[src/rtl/smc_stream.sv]
// Six-beat transistor packet engine: per-beat gm/current value, top/bottom-3 select, weighted result.
// Optional build macro SMC_STREAM_ABORT_EN: an in_valid gap mid-packet aborts instead of stalling.
module smc_stream (
  input  logic       clk,
  input  logic       rst_n,
  input  logic       in_valid,
  input  logic [1:0] mode,
  input  logic [2:0] W,
  input  logic [2:0] V_GS,
  input  logic [2:0] V_DS,
  output logic       out_valid,
  output logic [9:0] out_n
);

  localparam int DATA_W = 8;
  localparam int QUOT_W = 7;

  localparam logic [1:0] S_IDLE = 2'd0;
  localparam logic [1:0] S_ACC  = 2'd1;
  localparam logic [1:0] S_CALC = 2'd2;
  localparam logic [1:0] S_OUT  = 2'd3;

  logic [1:0]                   state_q, state_d;
  logic [2:0]                   cnt_q, cnt_d;
  logic [1:0]                   mode_q, mode_d;
  logic [5:0][DATA_W-1:0]       val_q, val_d;
  logic [2:0][QUOT_W-1:0]       a_q, a_d;

  logic [DATA_W-1:0]            srt [6];
  logic [DATA_W-1:0]            n0, n1, n2;

  // All operands are non-negative and the worst case (252) fits the 8-bit context.
  function automatic logic [DATA_W-1:0] beat_val(input logic cur, input logic [2:0] w,
                                                 input logic [2:0] vgs, input logic [2:0] vds);
    logic [DATA_W-1:0] g8, d8, w8, r;
    g8 = (vgs == 3'd0) ? '0 : {5'd0, vgs - 3'd1};
    d8 = {5'd0, vds};
    w8 = {5'd0, w};
    if (!cur) begin
      r = (g8 > d8) ? ((d8 << 1) * w8) : ((g8 << 1) * w8);
    end else begin
      r = (g8 > d8) ? (((g8 << 1) - d8) * d8 * w8) : (g8 * g8 * w8);
    end
    return r;
  endfunction

  function automatic logic [QUOT_W-1:0] div3(input logic [DATA_W-1:0] x);
    logic [DATA_W-1:0] q;
    q = x / 8'd3;
    return q[QUOT_W-1:0];
  endfunction

  function automatic logic [9:0] result(input logic cur, input logic [QUOT_W-1:0] q0,
                                        input logic [QUOT_W-1:0] q1, input logic [QUOT_W-1:0] q2);
    logic [9:0] e0, e1, e2;
    e0 = {3'd0, q0};
    e1 = {3'd0, q1};
    e2 = {3'd0, q2};
    return cur ? (10'd3 * e0 + 10'd4 * e1 + 10'd5 * e2) : (e0 + e1 + e2);
  endfunction

  // Ascending bubble sort of the six stored values.
  always_comb begin
    logic [DATA_W-1:0] tmp;
    tmp = '0;
    for (int i = 0; i < 6; i++) srt[i] = val_q[i];
    for (int i = 0; i < 5; i++) begin
      for (int j = 0; j < 5; j++) begin
        if (srt[j] > srt[j+1]) begin
          tmp      = srt[j];
          srt[j]   = srt[j+1];
          srt[j+1] = tmp;
        end
      end
    end
  end

  always_comb begin
    if (mode_q[1]) begin
      n0 = srt[5];
      n1 = srt[4];
      n2 = srt[3];
    end else begin
      n0 = srt[2];
      n1 = srt[1];
      n2 = srt[0];
    end
  end

  always_comb begin
    state_d = state_q;
    cnt_d   = cnt_q;
    mode_d  = mode_q;
    val_d   = val_q;
    a_d     = a_q;
    case (state_q)
      S_IDLE: begin
        if (in_valid) begin
          val_d[0] = beat_val(mode[0], W, V_GS, V_DS);
          mode_d   = mode;
          cnt_d    = 3'd1;
          state_d  = S_ACC;
        end
      end
      S_ACC: begin
        if (in_valid) begin
          val_d[cnt_q] = beat_val(mode_q[0], W, V_GS, V_DS);
          if (cnt_q == 3'd5) begin
            cnt_d   = 3'd0;
            state_d = S_CALC;
          end else begin
            cnt_d = cnt_q + 3'd1;
          end
        end else begin
`ifdef SMC_STREAM_ABORT_EN
          cnt_d   = 3'd0;
          state_d = S_IDLE;
`else
          state_d = S_ACC;
`endif
        end
      end
      S_CALC: begin
        a_d[0]  = div3(n0);
        a_d[1]  = div3(n1);
        a_d[2]  = div3(n2);
        state_d = S_OUT;
      end
      default: state_d = S_IDLE;
    endcase
  end

  always_ff @(posedge clk or negedge rst_n) begin
    if (!rst_n) begin
      state_q <= S_IDLE;
      cnt_q   <= '0;
      mode_q  <= '0;
      val_q   <= '0;
      a_q     <= '0;
    end else begin
      state_q <= state_d;
      cnt_q   <= cnt_d;
      mode_q  <= mode_d;
      val_q   <= val_d;
      a_q     <= a_d;
    end
  end

  assign out_valid = (state_q == S_OUT);
  assign out_n     = out_valid ? result(mode_q[0], a_q[0], a_q[1], a_q[2]) : 10'd0;

endmodule
[config.mk]
export PLATFORM = sky130hd
export DESIGN_NAME = smc_stream
export DESIGN_NICKNAME = d
export VERILOG_FILES = /design/src/rtl/smc_stream.sv
export SDC_FILE = /design/constraint.sdc
export NUM_CORES = 1
export LEC_CHECK = 0
export ABC_AREA = 1
export CAP_MARGIN = 25
export CORE_MARGIN = 2
export CORE_UTILIZATION = 65
export CTS_BUF_LIST = sky130_fd_sc_hd__clkbuf_2 sky130_fd_sc_hd__clkbuf_4 sky130_fd_sc_hd__clkbuf_8
export CTS_CLUSTER_SIZE = 24
export DETAILED_ROUTE_END_ITERATION = 10
export PLACE_DENSITY = 0.82
export SETUP_SLACK_MARGIN = 0.3
export SYNTH_ARGS = -nofsm -noshare
export SYNTH_HDL_FRONTEND = slang
export SYNTH_SLANG_ARGS = --single-unit
[constraint.sdc]
create_clock -name clk -period 35.8 [get_ports clk]
set_input_delay 7.16 -clock clk [delete_from_list [all_inputs] [get_ports clk]]
set_output_delay 7.16 -clock clk [all_outputs]
set_load 0.01 [all_outputs]
Word-level counts from Yosys, hierarchy flattened
Cells that the tools add are included.

word-level totals
  register bits = 76
  input port bits = 14
  output and inout port bits = 11
  word-level logic and storage cells = 124

operators by class
  add/sub/neg operators = 7
  $mul = 8
  div/mod/pow operators = 3
  order comparisons = 28
  eq/ne operators = 7
  multiplexer cells = 51
  reductions and logical operators = 8

operator list
  cell                                              count
  2-to-1 mux 16 bit                                 25
  > comparator 8 bit                                25
  2-to-1 mux 8 bit                                  11
  bitwise mux 48 bit                                1
  demux 8 bit (select 3 bit)                        1
  divider 8 x 2 -> 8 bit, second input constant     3
  2-to-1 mux 10 bit                                 2
  multiplier 3 x 3 -> 6 bit                         3
  case mux 8 bit (2 select lines)                   1
  2-to-1 mux 3 bit                                  4
  adder 10 bit                                      1
  adder 9 x 9 -> 10 bit                             1
  multiplier 3 x 7 -> 10 bit, first input constant  1
  adder 8 x 7 -> 9 bit                              1
  multiplier 2 x 7 -> 9 bit, first input constant   1
  adder 7 x 7 -> 8 bit                              1
  multiplier 5 x 4 -> 8 bit                         1
  multiplier 6 x 3 -> 8 bit                         1
  multiplier 8 x 3 -> 8 bit                         1
  2-to-1 mux 7 bit                                  1
  2-to-1 mux 2 bit                                  3
  case mux 2 bit (3 select lines)                   1
  case mux 3 bit (2 select lines)                   1
  AND reduction 2 bit                               3
  other kinds (16)                                  18

Depth between registers and ports, before layout
  word-level depth = 28
  gate-level depth with buffers = 185
  depth with buffers taken out = 172

Worst setup path after synthesis
OpenSTA, ideal clock, no wires.

  kind = flip-flop to flip-flop
  start point = register val_q[7] in the netlist's numbering
  end point = register a_q[0] in the netlist's numbering
  library setup time = 0.113 ns
  arrival time = 21.152 ns
  required time = 35.687 ns
  setup slack = 14.536 ns
  stages on the path, launching flop included = 142
  path buffers = 17
  period minus slack after synthesis = 21.264 ns
  path through = dfrtp_1 ha_1 a21o_1 nor2_1 nand2_1 nand2_2 buf_4 clkbuf_1 clkbuf_1 o21ai_0 ha_1 nor2_1 o21ai_1 nand2_1 nand2_1 nand2_1 nand2_2 inv_1 (+106 left out) o21ai_1 nand3_2 nand2_1 nand2_1 nand2_2 nand3_2 nand2_2 nand2_1 nand2_1 inv_1 ha_1 o21bai_1 a21oi_1 nand2_1 nand2_1 nand3_1 nand2_1 inv_1

between the ends
  longest elaborated chain between the ends = 28
  elaborated cells on any way between the ends = 52
  classes of those cells = div (1); order compare (25); mux (26)

ends and longest elaborated chain
  what                      line  text
  from (decl)               26    logic [5:0][DATA_W-1:0] val_q, val_d;
  from (signal assigned)    144   val_q <= val_d;
  > comparator 8 bit        69    if (srt[j] > srt[j+1]) begin
  2-to-1 mux 16 bit *       69
  > comparator 8 bit        69
  2-to-1 mux 16 bit         69
  > comparator 8 bit        69
  2-to-1 mux 16 bit         69
  > comparator 8 bit        69
  2-to-1 mux 16 bit         69
  (+12 left out)            n/a
  > comparator 8 bit        69
  2-to-1 mux 16 bit         69
  > comparator 8 bit        69
  2-to-1 mux 16 bit         69
  > comparator 8 bit        69
  2-to-1 mux 16 bit         69
  2-to-1 mux 8 bit *        79    if (mode_q[1]) begin
  divider 8 x 2 -> 8 bit *  49    q = x / 8'd3;
  to (signal assigned)      139   a_q <= '0;
  to (signal assigned)      145   a_q <= a_d;
  to (decl)                 27    logic [2:0][QUOT_W-1:0] a_q, a_d;

Every way passes the cells marked *; elsewhere a longest branch is shown, timed or not.
A chain may end at the register's enable or synchronous reset.

Worst setup path in the final report
  start point = register val_q[14] in the netlist's numbering
  end point = register a_q[0] in the netlist's numbering

The elaborated chain is that of the path after synthesis.

==> metrics.cfg <==
[synthesis]
syn-num-nets = 3067
ys.flop_type = dfrtp_1
ys_seq_area_share_pct = 11.19
synth_edf_count = 0
synth-async-reset-ratio_pct = 100.0
ys_warn_count = 0
synthCells = 2760
syn_area_per_cell_um2 = 6.160
yosys.cell_types.count = 61
syn_area_um2 = 17000
ys_seq_elements = 76

[clock_network]
cts.clk_slew.worst_paths_ns = 0.08
insertion_delay_ns = 0.36
cts_hold_buf = 0
cts_buffer_depth = 2
cts_resized = 0
htree_levels = 3
cts_tree = done
numCtsBuffers = 9
cts_setup_buffers = 0
cts.sinks = 76
root_buffer = clkbuf_8

[worst_setup_path]
arrival_ns = 26.59
max_stage_delay_ns = 0.68
cp-end-kind = flip-flop
path_max_fanout = 30
crit_buf_inv = 21
critical_path_class = flip-flop to flip-flop
path_common_cell = nand2_1
start_kind = flip-flop
crit_path_top_delay_cell = o21ai_0
critical_path.top_delay_family = compound AO/OA/AOI/OAI gates
worstPathRequired_ns = 36.06

[grt]
grt_use_total_pct = 34.24
grt_pass1_wl_um = 78710
grt.met3_usage_pct = 3.154
use_met2_pct = 57.48
grt_max_degree = 77
busiest_layer = met2
grt_pass1_vias = 16370
use_met1_pct = 45.71
antenna_found_initial = 1
overflow = 0

[timing]
slew_viol_final = 0
finalCritPeriodShare_pct = 73.54
skew_ns = 0.01344
relSlewSlack_pct = 40.86
maxClockFrequency_mhz = 37.98
finalSetupViolCount = 0
tightest_slew_ns = 0.8778
setup_tns_ns = 0
finalHoldViolCount = 0
fin_crit_ns = 26.33
rsz0062_at_grt = no

[detailed_routing]
ant_nets = 0
vias_per_cell = 5.804
routedWlPerCell_um = 15.44
wl_um = 47260
first_pass_iters = 6
initialDrtViolationCount = 1416
vias = 17770
drc = 0

[floorplanning]
die_w_um = 165.7
die-area_um2 = 27460
rows = 59
die_y_um = 165.7
start_util_pct = 65.80
num_io_pins = 25
core_um2 = 25840

[cells_and_area]
multi_input_area_um2 = 13310
syn2layout_area_growth_pct = 3.032
final_layout_size_suffix_gt1_share_pct = 7.153
final-seq-area_um2 = 1902
mostFrequentLayoutCell = nand2_1
diodes = 0
final_cell_mix = 841 x nand2_1, 357 x o21ai_0, 325 x inv_1, 248 x ha_1, 162 x nor2_1
fin_nets = 3029
n_fill_cell = 2455

[place]
io_buffers = 24
gp_congestion = 1.045
dp_hpwl_um = 39540

[status]
status = finished clean

[job]
max-cap-violations = 0

[min_path]
hold_class = flip-flop to flip-flop

-- through the flow --
stage,instance area [µm²],worst slack [ns],util [%],hold WS [ns],std cells
global route,17520,6.591,67.80,0.5137,3061
global placement,17270,10.63,66.83,0.4680,3043
detailed placement,17270,10.11,66.85,0.4770,3044
finish,17520,9.473,67.80,0.4947,3061
floorplan,17000,14.54,-,0.4530,2760
CTS,17460,10.07,67.58,0.4978,3059
-- cells in the mapped netlist, types with 5 or more instances --
master | number | area share, %
nand2_1 | 841 | 19
o21ai_0 | 357 | 11
inv_1 | 325 | 7.2
ha_1 | 248 | 18
nor2_1 | 162 | 3.6
nand3_1 | 147 | 4.3
a21oi_1 | 94 | 2.8
nand2_2 | 80 | 2.9
dfrtp_1 | 76 | 11
clkbuf_1 | 53 | 1.2
fa_1 | 45 | 5.3
o211ai_1 | 35 | 1.5
inv_2 | 23 | 0.51
a211oi_1 | 20 | 0.88
nand4_1 | 20 | 0.74
o21ai_1 | 19 | 0.56
xor2_1 | 18 | 0.93
nor3_1 | 15 | 0.44
nand3_2 | 14 | 0.82
o21bai_1 | 13 | 0.57
clkinv_1 | 12 | 0.26
o21ai_2 | 12 | 0.62
nor2_2 | 11 | 0.40
a31oi_1 | 10 | 0.37
nand2_4 | 10 | 0.66
xnor2_1 | 8 | 0.41
buf_2 | 7 | 0.21
o21a_1 | 7 | 0.31
or2_2 | 7 | 0.26
buf_6 | 6 | 0.40
and2_1 | 5 | 0.18
buf_4 | 5 | 0.22
o22ai_1 | 5 | 0.18
-- worst min-delay path, stage by stage (launching register included) --
cell     delay (ns)
dfrtp_1        0.35
nand2_1        0.05
o21ai_0        0.06
-- state kept, by name, summed over array words and instances, names as in the netlist --
name and count:
a_q 21, cnt_q 3, mode_q 2, state_q 2, val_q 48
-- path summary, 6_finish.rpt --
check                           from         to  slack, ns  cells after the start
min in group asynchronous      rst_n     a_q[2]       6.59                      1
hold reg to reg            val_q[46]  val_q[46]       0.49                      2
hold / removal             val_q[46]  val_q[46]       0.49                      2
setup reg to reg           val_q[14]     a_q[0]       9.47                    128
max in group asynchronous      rst_n   val_q[6]      28.66                      2
setup / recovery           val_q[14]     a_q[0]       9.47                    128
-- layout make-up --
cell class,instances,share of cell area (%)
Clock inverter,6,0.3786
Inverter,364,7.836
Multi-Input combinational cell,2240,75.96
Timing Repair Buffer,31,1.871
Clock buffer,9,0.7071
Sequential cell,76,10.86
Tap cell,335,2.393
-- layer usage --
layer / part of all wire (%) / vias up
met5: 0.028 / -
met4: 3.9 / 2
met3: 5.6 / 118
met2: 46 / 550
met1: 44 / 8099
li1: - / 8997
-- cells by family (layout without fill, tap and decap cells) --
family	count (synthesis)	after routing	share of synthesized area, %
compound gates	594	594	19.52
xor+xnor	26	26	1.339
fa+ha+maj	293	293	23.55
buf+inv	444	410	10.58
flops	76	76	11.19
mux	4	4	0.2355
simple gates	1323	1323	33.59
Power is left out: the tool's default activity adds up to more than one toggle a clock period on the data nets, which glitch-free logic cannot reach.
